## config.mk

```make
export PLATFORM = sky130hd
export DESIGN_NAME = demux4to1_dispatch_flat
export DESIGN_NICKNAME = d
export VERILOG_FILES = /design/src/rtl/demux4to1_dispatch_if.sv /design/src/rtl/demux4to1_dispatch.sv /design/src/flat_wrapper.sv
export SDC_FILE = /design/constraint.sdc
export NUM_CORES = 1
export LEC_CHECK = 0
export BUFFER_PORTS_ARGS = -buffer_cell sky130_fd_sc_hd__buf_2
export CELL_PAD_IN_SITES_DETAIL_PLACEMENT = 0
export CELL_PAD_IN_SITES_GLOBAL_PLACEMENT = 1
export CORE_ASPECT_RATIO = 1.1
export CORE_MARGIN = 2
export CORE_UTILIZATION = 34
export CTS_CLUSTER_DIAMETER = 50
export DETAILED_ROUTE_END_ITERATION = 7
export PLACE_DENSITY_LB_ADDON = 0.1
export SETUP_SLACK_MARGIN = 0.3
export SLEW_MARGIN = 15
export SYNTH_ARGS = -nofsm -noshare
export SYNTH_HDL_FRONTEND = slang
export SYNTH_SLANG_ARGS = --single-unit
```

## constraint.sdc

```tcl
create_clock -name clk -period 2.4 [get_ports clk]
set_clock_uncertainty 0.1 [all_clocks]
set_input_delay 0.48 -clock clk [delete_from_list [all_inputs] [get_ports clk]]
set_output_delay 0.48 -clock clk [all_outputs]
set_load 0.05 [all_outputs]
```

## src/rtl/demux4to1_dispatch_if.sv

```systemverilog
`default_nettype none
// ============================================================================
//  Module   : demux4to1_dispatch_if
//  Purpose  : Bundles the source-side and sink-side handshake/data signals of
//             the 1-to-4 dispatcher.
//  Modports : master - source/sink side (drives in_valid, switch, in_data,
//                      out_ready; observes everything else)
//             slave  - dispatcher side
//  Signals  : in_valid/in_ready/switch/in_data   source handshake + word
//             out_valid[3:0]/out_ready[3:0]      per-sink handshake
//             output1..output4                   sink holding registers
//             count                              accepted-word counter
//  Revision : 1.0 - initial release
// ============================================================================
interface demux4to1_dispatch_if #(
  parameter int WIDTH     = 16,
  parameter int CNT_WIDTH = 8
);
  logic                 in_valid;
  logic                 in_ready;
  logic [1:0]           switch;
  logic [WIDTH-1:0]     in_data;
  logic [3:0]           out_valid;
  logic [3:0]           out_ready;
  logic [WIDTH-1:0]     output1;
  logic [WIDTH-1:0]     output2;
  logic [WIDTH-1:0]     output3;
  logic [WIDTH-1:0]     output4;
  logic [CNT_WIDTH-1:0] count;

  modport master (
    output in_valid, switch, in_data, out_ready,
    input  in_ready, out_valid, output1, output2, output3, output4, count
  );

  modport slave (
    input  in_valid, switch, in_data, out_ready,
    output in_ready, out_valid, output1, output2, output3, output4, count
  );
endinterface
`default_nettype wire

```

## src/rtl/demux4to1_dispatch.sv

```systemverilog
`default_nettype none
// ============================================================================
//  Module   : demux4to1_dispatch
//  Purpose  : Routes one WIDTH-bit source word to one of four sinks selected
//             by a 2-bit switch. Each sink owns a one-entry holding register
//             with a valid/ready handshake, so a stalled sink never blocks the
//             other three. A wrapping counter tallies accepted words.
//  Ports    : clk    - single clock, rising edge
//             rst_n  - synchronous, active-low reset
//             dsp    - demux4to1_dispatch_if.slave (source + sink handshakes,
//                      output1..4 holding registers, count)
//  Revision : 1.0 - initial release
// ============================================================================
module demux4to1_dispatch #(
  parameter int WIDTH     = 16,
  parameter int CNT_WIDTH = 8
) (
  input  wire logic            clk,
  input  wire logic            rst_n,
  demux4to1_dispatch_if.slave  dsp
);

  typedef enum logic [0:0] {
    EMPTY = 1'b0,
    FULL  = 1'b1
  } state_t;

  logic [3:0]            w_full;
  logic [3:0][WIDTH-1:0] w_data;
  logic                  w_ready;
  logic                  w_accept;
  logic [CNT_WIDTH-1:0]  count_q;
  logic [CNT_WIDTH-1:0]  count_d;

  // Readiness is judged only against the channel currently selected: a free
  // slot, or a full slot whose sink is draining this same cycle.
  assign w_ready  = ~w_full[dsp.switch] | dsp.out_ready[dsp.switch];
  assign w_accept = dsp.in_valid & w_ready;

  generate
    for (genvar k = 0; k < 4; k++) begin : g_ch
      state_t           state_q;
      state_t           state_d;
      logic [WIDTH-1:0] data_q;
      logic [WIDTH-1:0] data_d;
      logic             load;
      logic             drain;

      assign load  = w_accept && (dsp.switch == 2'(k));
      assign drain = (state_q == FULL) && dsp.out_ready[k];

      // A load always wins over a drain: drain+refill in one cycle keeps the
      // channel FULL with the new word. The data register only moves on a
      // load, so a drained or idle channel keeps showing its last word.
      always_comb begin
        state_d = state_q;
        data_d  = data_q;
        case (state_q)
          EMPTY: begin
            if (load) begin
              state_d = FULL;
              data_d  = dsp.in_data;
            end
          end
          FULL: begin
            if (load) begin
              state_d = FULL;
              data_d  = dsp.in_data;
            end else if (drain) begin
              state_d = EMPTY;
            end
          end
          default: state_d = EMPTY;
        endcase
      end

      always_ff @(posedge clk) begin
        if (!rst_n) begin
          state_q <= EMPTY;
          data_q  <= '0;
        end else begin
          state_q <= state_d;
          data_q  <= data_d;
        end
      end

      assign w_full[k] = (state_q == FULL);
      assign w_data[k] = data_q;
    end
  endgenerate

  always_comb begin
    count_d = count_q;
    if (w_accept) begin
      count_d = count_q + 1'b1;
    end
  end

  always_ff @(posedge clk) begin
    if (!rst_n) begin
      count_q <= '0;
    end else begin
      count_q <= count_d;
    end
  end

  assign dsp.in_ready  = w_ready;
  assign dsp.out_valid = w_full;
  assign dsp.output1   = w_data[0];
  assign dsp.output2   = w_data[1];
  assign dsp.output3   = w_data[2];
  assign dsp.output4   = w_data[3];
  assign dsp.count     = count_q;

endmodule
`default_nettype wire

```

## src/flat_wrapper.sv

```systemverilog
// flat-port wrapper written by rule: the top's interface ports become plain ports
module demux4to1_dispatch_flat 
#(
  parameter int WIDTH     = 16,
  parameter int CNT_WIDTH = 8
)
  (clk, rst_n, dsp_in_valid, dsp_switch, dsp_in_data, dsp_out_ready, dsp_in_ready, dsp_out_valid, dsp_output1, dsp_output2, dsp_output3, dsp_output4, dsp_count);
  demux4to1_dispatch_if #(.WIDTH(WIDTH), .CNT_WIDTH(CNT_WIDTH)) dsp_i ();
  input  wire logic clk;
  input  wire logic rst_n;
  input wire logic [$bits(dsp_i.in_valid)-1:0] dsp_in_valid;
  input wire logic [$bits(dsp_i.switch)-1:0] dsp_switch;
  input wire logic [$bits(dsp_i.in_data)-1:0] dsp_in_data;
  input wire logic [$bits(dsp_i.out_ready)-1:0] dsp_out_ready;
  output wire logic [$bits(dsp_i.in_ready)-1:0] dsp_in_ready;
  output wire logic [$bits(dsp_i.out_valid)-1:0] dsp_out_valid;
  output wire logic [$bits(dsp_i.output1)-1:0] dsp_output1;
  output wire logic [$bits(dsp_i.output2)-1:0] dsp_output2;
  output wire logic [$bits(dsp_i.output3)-1:0] dsp_output3;
  output wire logic [$bits(dsp_i.output4)-1:0] dsp_output4;
  output wire logic [$bits(dsp_i.count)-1:0] dsp_count;
  assign dsp_i.in_valid = dsp_in_valid;
  assign dsp_i.switch = dsp_switch;
  assign dsp_i.in_data = dsp_in_data;
  assign dsp_i.out_ready = dsp_out_ready;
  assign dsp_in_ready = dsp_i.in_ready;
  assign dsp_out_valid = dsp_i.out_valid;
  assign dsp_output1 = dsp_i.output1;
  assign dsp_output2 = dsp_i.output2;
  assign dsp_output3 = dsp_i.output3;
  assign dsp_output4 = dsp_i.output4;
  assign dsp_count = dsp_i.count;
  demux4to1_dispatch #(.WIDTH(WIDTH), .CNT_WIDTH(CNT_WIDTH)) u_core (.clk(clk), .rst_n(rst_n), .dsp(dsp_i));
endmodule
```

== After elaboration in Yosys (flattened, before gate mapping) ==
Index checks and enable logic that the tools add are counted.

* Output and inout port bits: 77
* Register bits: 76

* Equal/unequal tests: 3
* Mux-type cells: 24
* Bitwise logic cells: 7
* Magnitude comparators: 1
* $add $sub $neg: 1
* Reduce and logical (&&, ||, !) cells: 9

{| class="wikitable"
|+ Operator list
! kind !! count
|-
| 2-to-1 mux 16 bit || 4
|-
| 2-to-1 mux 1 bit || 14
|-
| adder 8 x 1 -> 8 bit (second input constant) || 1
|-
| logical AND 1 bit || 8
|-
| case mux 1 bit (2 select lines) || 4
|-
| inverter 1 bit || 5
|-
| binary-select mux 1 bit (select 2 bit) || 2
|-
| == test 2 bit (second input constant) || 2
|-
| < comparator 2 x 3 -> 1 bit (second input constant) || 1
|-
| == test 2 x 1 -> 1 bit (second input constant) || 1
|-
| logical NOT 2 bit || 1
|-
| bitwise AND 1 bit || 1
|-
| bitwise OR 1 bit || 1
|}

== Logic depth before layout (Yosys ltp) ==
* Depth in word-level cells: 8
* Depth in mapped cells: 7
* Depth with buffers taken out: 4

== Least setup slack after synthesis ==
Ideal clock, no wire load.

* Kind: in2out
* Start point: input dsp_switch[1]
* End point: output dsp_in_ready
* Slack: 0.161 ns
* Required time: 1.820 ns
* Cell stages on the path: 4
* Path buffers: 2
* Arrival time: 1.659 ns
* Cell sequence: buf_6 -> mux4_2 -> clkbuf_1 -> inv_1

* Longest elaborated chain between the ends: 4
* Elaborated cells on any way between the ends: 6
* Those cells by class: mux: 4; bitwise: 2

{| class="wikitable"
|+ RTL lines
! what !! RTL line !! text
|-
| start: declaration || flat_wrapper.sv:12 || <nowiki>input wire logic [$bits(dsp_i.switch)-1:0] dsp_switch;</nowiki>
|-
| binary-select mux 1 bit (select 2 bit) || demux4to1_dispatch.sv:37 || <nowiki>assign w_ready = ~w_full[dsp.switch] | dsp.out_ready[dsp.switch];</nowiki>
|-
| 2-to-1 mux 1 bit (implied by the code) || demux4to1_dispatch.sv:37 ||
|-
| inverter 1 bit || demux4to1_dispatch.sv:37 ||
|-
| bitwise OR 1 bit (*) || demux4to1_dispatch.sv:37 ||
|-
| end: declaration || flat_wrapper.sv:15 || <nowiki>output wire logic [$bits(dsp_i.in_ready)-1:0] dsp_in_ready;</nowiki>
|}

Every way passes the cells marked *; elsewhere a longest branch is shown, timed or not. The select of a mux whose other input is x is not followed.

== Worst setup path after layout ==
* Start point: register u_core.g_ch[3].state_q
* End point: output dsp_in_ready

* Longest elaborated chain between the ends: 4

{| class="wikitable"
|+ RTL lines
! what !! RTL line !! text
|-
| start: declaration || demux4to1_dispatch.sv:42 || <nowiki>state_t state_q;</nowiki>
|-
| start signal: assignment || demux4to1_dispatch.sv:82 || <nowiki>state_q <= state_d;</nowiki>
|-
| binary-select mux 1 bit (select 2 bit) || demux4to1_dispatch.sv:37 ||
|-
| 2-to-1 mux 1 bit (implied by the code) || demux4to1_dispatch.sv:37 ||
|-
| inverter 1 bit || demux4to1_dispatch.sv:37 ||
|-
| bitwise OR 1 bit || demux4to1_dispatch.sv:37 ||
|}

Every way passes these cells. The select of a mux whose other input is x is not followed.

==> flow_metrics.env <==
export IMPL_outcome="finished, final reports clean"
export IMPL_drtIter0Drc=74
export IMPL_netlist_top_cells_count="nand2_1, dfxtp_1, a21oi_1"
export IMPL_drive_gt1_share_pct=31.3
export IMPL_netSwitchingFraction_pct=27.9
export IMPL_clk_path_buf_depth=2
export IMPL_holdBufCountCts=0
export IMPL_drv_cap=0
export IMPL_drt_total_wl_um=8030
export IMPL_cts_tree="yes"
export IMPL_ctsRootBufferMaster="clkbuf_8"
export IMPL_grt_antenna_before_repair=0
export IMPL_power_share_sequential_pct=47.4
export IMPL_cts_sink_count=76
export IMPL_wire_per_inst_um=14.2
export IMPL_power_frac_clock_pct=39.6
export IMPL_vias=2666
export IMPL_synth_most_common_cell="nand2_1"
export IMPL_yosysWarnings=0
export IMPL_finalCritPeriodShare_pct=87.2
export IMPL_fin_ws_ns=0.307
export IMPL_r2r_slack_ns=0.42
export IMPL_p_leak_nw=1.59
export IMPL_max_freq_mhz=478
export IMPL_grtUsageTotal_pct=18.0
export IMPL_cp_end_kind="output port"
export IMPL_synth_top_area_share_pct=54.0
export IMPL_arrival_ns=1.51
export IMPL_drt_vias_per_instance=4.72
export IMPL_r2r_cells=5
export IMPL_ys_seq_elements=76
export IMPL_async_flop_share_pct=0
export IMPL_grt_pass1_wl_um=12900
export IMPL_drc_errors=0
export IMPL_crit_family="multiplexers"
export IMPL_min_path_type="in2reg"
export IMPL_dr_pass1_iters=4
export IMPL_floorplan_initialDensity_pct=35.2
export IMPL_crit_buf_inv=2
export IMPL_critical_path_startpoint="u_core.g_ch[3].state_q"
export IMPL_syn_num_nets=381
export IMPL_grt_overflow=0
export IMPL_rsz0062_at_grt="yes"
export IMPL_synth_cell_area_mm2=0.00282
export IMPL_finalCriticalPeriod_ns=2.09
export IMPL_path_clk_slew_ns=0.09
export IMPL_fin_nets=478
export IMPL_syn_area_per_cell_um2=7.93
export IMPL_synth_edf_count=0
export IMPL_relSlewSlack_pct=54.4
export IMPL_slew_viol_final=0
export IMPL_std_cell_rows=34
export IMPL_use_met1_pct=22.4
export IMPL_crit_cells=4
export IMPL_port_buffer_count=101
export IMPL_ys_top_cells_by_area="dfxtp_1, nand2_1, a21oi_1"
export IMPL_pre_cts_slack_ns=0.150
export IMPL_die_area_mm2=0.00903
export IMPL_syn_inst=355
export IMPL_hold_violations=0
export IMPL_grt_start_max_net_pins=64
export IMPL_critPathCapture="dsp_in_ready"
export IMPL_path_class="reg2out"
export IMPL_r2r_end="u_core.dsp.count[5]"
export IMPL_synth_top_cell_by_area="dfxtp_1"
export IMPL_pwr_share_comb_pct=12.9
export IMPL_slowest_delay_ns=0.51
export IMPL_synth_cell_types=24
export IMPL_num_fill_cells=854
export IMPL_core_mm2=0.00800
export IMPL_crit_required_ns=1.82
export IMPL_cp_slowest_cell="mux4_2"
export IMPL_detail_route_antenna_nets=0
export IMPL_gp_congestion=0.744
export IMPL_htreeDepth=3
export IMPL_ys_seq_area_share_pct=54.0
export IMPL_syn2layout_area_growth_pct=31.6
export IMPL_multi_input_area_mm2=0.00119
export IMPL_insertion_delay_ns=0.34
export IMPL_intPower_mw=2.01
export IMPL_p_switching_mw=0.779
export IMPL_antennaDiodeCount=0
export IMPL_fp_dieW_um=90.8
export IMPL_cp_cell_sequence="nor2b_4 -> mux4_2 -> inv_4 -> buf_8"
export IMPL_ir_worst_vdd_mv=0.331
export IMPL_ys_flop_type="dfxtp_1"
export IMPL_start_kind="register"
export IMPL_worst_pin_slew_ns=0.684
export IMPL_met2_usage_pct=30.5
export IMPL_ios=102
export IMPL_regArea_mm2=0.00153
export IMPL_grt_util_met3_pct=3.86
export IMPL_die_h_um=99.5
export IMPL_cts_buffers=9
export IMPL_rr_startpoint="u_core.g_ch[3].state_q"
export IMPL_powerDensity_mw_per_mm2=753
export IMPL_fin_tns_setup_ns=0
export IMPL_first_global_vias=2511
export IMPL_crit_fanout=2
export IMPL_setup_viol=0
export IMPL_busiest_layer="met2"
export IMPL_dp_hpwl_um=5430
per-stage QoR:
stage	total power, mW	utilization (%)	std cells	area (µm²)	hold slack [ns]
2_1_floorplan	1.60	-	355	2820	0.380
3_3_place_gp	1.71	42.8	547	3420	0.339
3_5_place_dp	1.71	42.8	547	3420	0.344
4_1_cts	2.82	46.3	565	3700	0.289
5_1_grt	2.90	46.3	565	3710	0.293
6_report	2.79	46.3	565	3710	0.299
layer usage:
metal	wire length (µm)	vias up
met4	131	0
met3	417	10
met1	3670	1211
li1	-	1364
met2	3810	81
met5	0	-
worst reg2reg max path: cells and delay by family, from the launching register on:
| kind | cells | cell delay, ns |
|---|---|---|
| buffers and inverters | 1 | 0.21 |
| DFF | 1 | 0.33 |
| and+or+nand+nor | 2 | 0.62 |
| AOI/OAI and AO/OA | 1 | 0.14 |
| muxes | 1 | 0.51 |
layout by cell type, fill, tap and decap left out, types with 2 or more instances in the layout:
cell type / n
nand4_1: 2
or4_1: 3
clkbuf_8: 10
buf_2: 100
nor3_2: 2
o31ai_1: 4
nand2b_1: 3
nor2b_4: 4
nor2_1: 7
dfxtp_2: 3
a21oi_1: 72
nand2_1: 132
o21ai_0: 4
buf_4: 11
clkinvlp_4: 2
bufinv_16: 2
nand3_1: 4
or3_1: 6
dfxtp_1: 73
cell families after synthesis:
logic type	share of synthesized area, %
DFF	54.0
AOI/OAI and AO/OA	14.8
muxes	0.800
buffers and inverters	4.84
and+or+nand+nor	25.1
adders and majority gates	0.444
registers in the layout, indices dropped and copies added, names as in the netlist:
| signal | cells |
|---|---|
| u_core.dsp.count | 8 |
| u_core.dsp.output1 | 16 |
| u_core.dsp.output2 | 16 |
| u_core.dsp.output3 | 16 |
| u_core.dsp.output4 | 16 |
| u_core.g_ch.state_q | 4 |
power groups by stage:
stage / logic [mW] / clock network (mW) / registers [mW]
detailed placement: 0.358 / 0 / 1.35
global route: 0.388 / 1.18 / 1.33
finish: 0.361 / 1.10 / 1.32
CTS: 0.366 / 1.13 / 1.32
global placement: 0.356 / 0 / 1.35
floorplan: 0.116 / 0 / 1.48
worst min path at each step:
stage / from / end / slack, ns / cells past startpoint
CTS: dsp_in_data[8] / u_core.dsp.output3[8] / 0.29 / 3
finish: dsp_in_data[8] / u_core.dsp.output3[8] / 0.30 / 3
global placement: u_core.dsp.output4[13] / u_core.dsp.output4[13] / 0.34 / 2
detailed placement: u_core.dsp.output3[1] / u_core.dsp.output3[1] / 0.34 / 2
global route: dsp_in_data[2] / u_core.dsp.output3[2] / 0.29 / 3
floorplan: u_core.g_ch[3].state_q / u_core.g_ch[3].state_q / 0.38 / 2
timing repair:
action / in CTS / in global routing
endpoints found under the setup margin: 1 / 1
setup buffers: 2 / 0
resized for setup: 13 / 1
area by class of cell:
class	instances	area share [%]
clock buffers	11	3.82
clock inverters	5	2.26
inverters	3	0.371
multi-input cells	249	32.1
flip-flops and latches	76	41.2
well taps	108	3.65
repair buffers	113	16.7
Power figures use the tool's default switching activity.
